<file path="src/rtl/bp_cce_mem_cmd_arbiter.sv">
// Round-robin arbiter sharing one mem_cmd port between CCE engines, one-entry registered output stage.
// Optional outstanding-command credit counter built when BP_CCE_MEM_ARB_CREDIT_EN is defined.
module bp_cce_mem_cmd_arbiter #(
   parameter int num_req_p   = 2,
   parameter int msg_width_p = 128,
   parameter int credits_p   = 4,
   localparam int lg_num_req_lp = (num_req_p > 1) ? $clog2(num_req_p) : 1,
   localparam int lg_credits_lp = (credits_p + 1 > 1) ? $clog2(credits_p + 1) : 1
) (
   input  logic                             clk_i,
   input  logic                             reset_n_i,
   input  logic [num_req_p*msg_width_p-1:0] req_msg_i,
   input  logic [num_req_p-1:0]             req_v_i,
   output logic [num_req_p-1:0]             req_yumi_o,
   output logic [msg_width_p-1:0]           mem_cmd_o,
   output logic                             mem_cmd_v_o,
   input  logic                             mem_cmd_ready_i,
   input  logic                             credit_return_i,
   output logic [lg_num_req_lp-1:0]         grant_id_o,
   output logic                             credits_empty_o,
   output logic                             credits_full_o
);

   localparam logic [lg_num_req_lp-1:0] last_rst_lp = lg_num_req_lp'(num_req_p - 1);

   logic                     out_v_q;
   logic [msg_width_p-1:0]   out_msg_q;
   logic [lg_num_req_lp-1:0] out_id_q;
   logic [lg_num_req_lp-1:0] last_q;
   logic [lg_num_req_lp-1:0] winner;
   logic                     drain;
   logic                     open;
   logic                     credit_ok;
   logic                     grant;

   // Scan from the farthest index to the nearest so the entry right after last_q wins.
   function automatic logic [lg_num_req_lp-1:0] rr_pick(
      input logic [lg_num_req_lp-1:0] last,
      input logic [num_req_p-1:0]     v
   );
      int idx;
      rr_pick = last;
      for (int i = num_req_p; i >= 1; i--) begin
         idx = (int'(last) + i) % num_req_p;
         if (v[idx]) rr_pick = idx[lg_num_req_lp-1:0];
      end
   endfunction

   assign winner = rr_pick(last_q, req_v_i);
   assign drain  = out_v_q & mem_cmd_ready_i;
   assign open   = ~out_v_q | drain;
   assign grant  = reset_n_i & open & (|req_v_i) & credit_ok;

   always_comb begin
      req_yumi_o = '0;
      if (grant) req_yumi_o[winner] = 1'b1;
   end

   always_ff @(posedge clk_i) begin
      if (!reset_n_i) begin
         out_v_q   <= 1'b0;
         out_msg_q <= '0;
         out_id_q  <= '0;
         last_q    <= last_rst_lp;
      end else if (grant) begin
         out_v_q   <= 1'b1;
         out_msg_q <= req_msg_i[winner*msg_width_p +: msg_width_p];
         out_id_q  <= winner;
         last_q    <= winner;
      end else if (drain) begin
         out_v_q   <= 1'b0;
      end
   end

   assign mem_cmd_v_o = out_v_q;
   assign mem_cmd_o   = out_msg_q;
   assign grant_id_o  = out_id_q;

`ifdef BP_CCE_MEM_ARB_CREDIT_EN
   localparam logic [lg_credits_lp-1:0] credits_max_lp = lg_credits_lp'(credits_p);

   logic [lg_credits_lp-1:0] count_q;

   // Registered count only, so a return never opens a grant in its own cycle.
   assign credit_ok = (count_q != '0);

   always_ff @(posedge clk_i) begin
      if (!reset_n_i) begin
         count_q <= credits_max_lp;
      end else begin
         if (grant && !credit_return_i)
            count_q <= count_q - 1'b1;
         else if (credit_return_i && !grant && (count_q != credits_max_lp))
            count_q <= count_q + 1'b1;
         if (credit_return_i && !grant)
            assert (count_q != credits_max_lp)
            else $error("credit returned while counter already full");
      end
   end

   assign credits_empty_o = (count_q == '0);
   assign credits_full_o  = (count_q == credits_max_lp);
`else
   logic unused;
   assign unused          = credit_return_i | (credits_p < 1) | (lg_credits_lp < 1);
   assign credit_ok       = 1'b1;
   assign credits_empty_o = 1'b0;
   assign credits_full_o  = 1'b1;
`endif

endmodule

</file>
<file path="config.mk">
export PLATFORM = sky130hd
export DESIGN_NAME = bp_cce_mem_cmd_arbiter
export DESIGN_NICKNAME = d
export VERILOG_FILES = /design/src/rtl/bp_cce_mem_cmd_arbiter.sv
export SDC_FILE = /design/constraint.sdc
export NUM_CORES = 1
export LEC_CHECK = 0
export ABC_AREA = 1
export BUFFER_PORTS_ARGS = -buffer_cell sky130_fd_sc_hd__clkbuf_2
export CAP_MARGIN = 20
export CORE_AREA = 2 2 153 155
export CTS_CLUSTER_SIZE = 25
export DETAILED_ROUTE_END_ITERATION = 16
export DIE_AREA = 0 0 155 157
export PLACE_DENSITY = 0.59
export SLEW_MARGIN = 0
export SYNTH_ARGS = -nofsm -noshare
export SYNTH_HDL_FRONTEND = slang
export SYNTH_SLANG_ARGS = --single-unit
export TNS_END_PERCENT = 100
</file>
<file path="constraint.sdc">
create_clock -name clk_i -period 1.3 [get_ports clk_i]
set_input_delay 0.065 -clock clk_i [delete_from_list [all_inputs] [get_ports clk_i]]
set_output_delay 0.065 -clock clk_i [all_outputs]
set_load 0.005 [all_outputs]
</file>
==> results.toml <==
[final_layout]
diodes = 0
fin_area_um2 = 13200
n_fill_cell = 1991
nets = 2020
area.growth.synth_to_final_pct = 88.1
drive_gt1_share_pct = 31.3
final_util_pct = 58.7

[cts]
path_clk_slew_ps = 60
cts_max_level = 4
cts_tree = "yes"
cts_buffers = 17
cts_buffer_depth = 2
cts_root_buffer = "clkbuf_16"
clock-sinks = 131
worstSkewPairLatency_ps = 420

[power]
finalPower_mw = 14.5
leakagePower_nw = 7.49
power-per-cell-area_nw_per_um2 = 1100
peakVddDrop_uv = 721

[synth]
synth_area_leaders = "dfxtp_1 (37%), nand3_1 (27%), nand2_1 (22%)"
synth_area_per_cell_um2 = 6.13
yosys_warnings = 0
synth_area_um2 = 7030
synth_commonest_cells = "nand2_1 (406), nand3_1 (373), dfxtp_1 (131)"
seq_area_frac_synth_pct = 37.3
synth-seq-cells = 131
synth-main-ff-cell = "dfxtp_1"
synth_edf_count = 0
synth_cells = 1147
syn_nets = 1409
yosysMostFrequentCell = "nand2_1"
synth_top_cell_by_area = "dfxtp_1"
ys_types = 14
synthDominantCellAreaShare_pct = 37.3
synth-async-reset-ratio_pct = 0

[sta]
tightest_slew_ps = 615
relSlewSlack_pct = 59.0
fin_hold_ws_ps = 8.57
fin_skew_ps = 9.38
fmax_ghz = 0.725
setup_ws_ps = -78.9
post-route-period-util_pct = 106
rsz0062_at_grt = "yes"
finalMaxSlewViolations = 0
post-route-min-period_ps = 1380
setup_viol = 58
finalHoldViolCount = 0

[placed_design]
hpwlAfterDp_mm = 19.4
dpl-instance-area_um2 = 9540
gp_congestion = 0.841
port_buffers = 392

[global_route]
grt_pass1_wl_mm = 48.5
grt_overflow = 0
antenna_found_initial = 0
grt_max_degree = 131
gr-usage-all-layers_pct = 25.1
first_global_vias = 9452

[worst_setup_path]
cp_max_fo = 13
cp-end-kind = "register"
crit_type = "register to register"
cp-start-kind = "register"
cp.arrival_ps = 1690
required_ps = 1610

[floorplan]
ios = 396
coreArea_um2 = 22500
fp-row-count = 55
dieArea_um2 = 24300
die_w_um = 155
fp.dieH_um = 157
initial_utilization_pct = 31.2

[drt]
via_per_inst = 4.99
drc = 0
ant_nets = 0
dr.first_iter.drc_count = 1026
vias = 10262
routed_wl_mm = 34.5
firstDrtPassIters = 5
wl_per_cell_um = 16.8

[flow_run]
drv_cap = 0

[status]
violations = "negative setup slack"
status = "finished, violations left"

[worst_hold_path]
worstHoldPathType = "input pin to register"
## layer usage
layer	global-route usage, %	up-vias	wire, um
met4	14.0	0	1780
li1	-	4848	-
met3	6.47	135	3240
met1	28.9	4597	13200
met5	0	-	0
met2	42.5	682	16300
## what timing repair did
item | CTS | global route
pin swaps | 3 | 18
setup endpoints to repair | 15 | 130
cloned | 4 | 13
resized for setup | 29 | 67
hold endpoints to repair | 119 | 0
setup buffers | 7 | 7
hold buffers | 214 | 0
## worst max-delay path, stage by stage, from the launching register on
cell and delay (ps):
dfxtp_2 330, nand2_2 60, buf_6 130, nand2_8 70, buf_6 190, bufbuf_16 320, nand2_1 70, nand2_1 70
inv_1 40
## placed cells by master, fill, tap and decap left out, types with 13 or more instances in the layout
master         instances
buf_4                 28
buf_12                13
inv_1                126
nand3_2               30
dfxtp_1              129
buf_6                 18
nand3_1              343
clkbuf_16             27
clkbuf_2             389
nand2_1              396
dlygate4sd3_1        214
## sequential cells by signal (all words and copies together), names as in the netlist
name,flops
mem_cmd_v_o,1
grant_id_o,1
last_q,1
mem_cmd_o,128
## stage by stage
stage                     worst slack [ps]  TNS (ps)  cells
after floorplan                        123         0   1147
after global placement               -12.4     -16.8   1781
after detailed placement             -20.2     -44.6   1781
after CTS                             -129     -3360   2036
after global routing                  -141     -8650   2055
final                                -78.9     -1380   2055
## kinds of logic after synthesis
family          count (synthesis)  synth area share [%]
other cells                     2                 0.107
simple gates                  787                  48.8
compound gates                  1                0.0712
buf+inv                       226                  13.7
flops                         131                  37.3
## layout make-up
class / instances / area, um^2 / share of cell area [%]
well taps: 285 / 357 / 2.70
repair buffers: 689 / 5400 / 40.8
inverters: 129 / 487 / 3.68
clock buffers: 19 / 433 / 3.27
multi-input cells: 790 / 3710 / 28.1
clock inverters: 12 / 208 / 1.57
flip-flops and latches: 131 / 2630 / 19.9
## worst paths after layout
check | startpoint | end | slack, ps | cells past startpoint
worst min register to register | mem_cmd_o[100]$_SDFFE_PN0P_ | mem_cmd_o[100]$_SDFFE_PN0P_ | 470 | 2
worst min-delay path | req_msg_i[164] | mem_cmd_o[36]$_SDFFE_PN0P_ | 9 | 5
worst max register to register | mem_cmd_v_o$_SDFFE_PN0P_ | mem_cmd_o[109]$_SDFFE_PN0P_ | -80 | 8
worst max-delay path | mem_cmd_v_o$_SDFFE_PN0P_ | mem_cmd_o[109]$_SDFFE_PN0P_ | -80 | 8
## power breakdown
part           leakage (nW)  switching [mW]  internal, mW
sequential             1.10           0.291          4.56
combinational          6.09            2.20          2.18
clock                 0.299            1.90          3.41
total                  7.49            4.40          10.1
No activity file was read; power rests on OpenSTA's default activity.
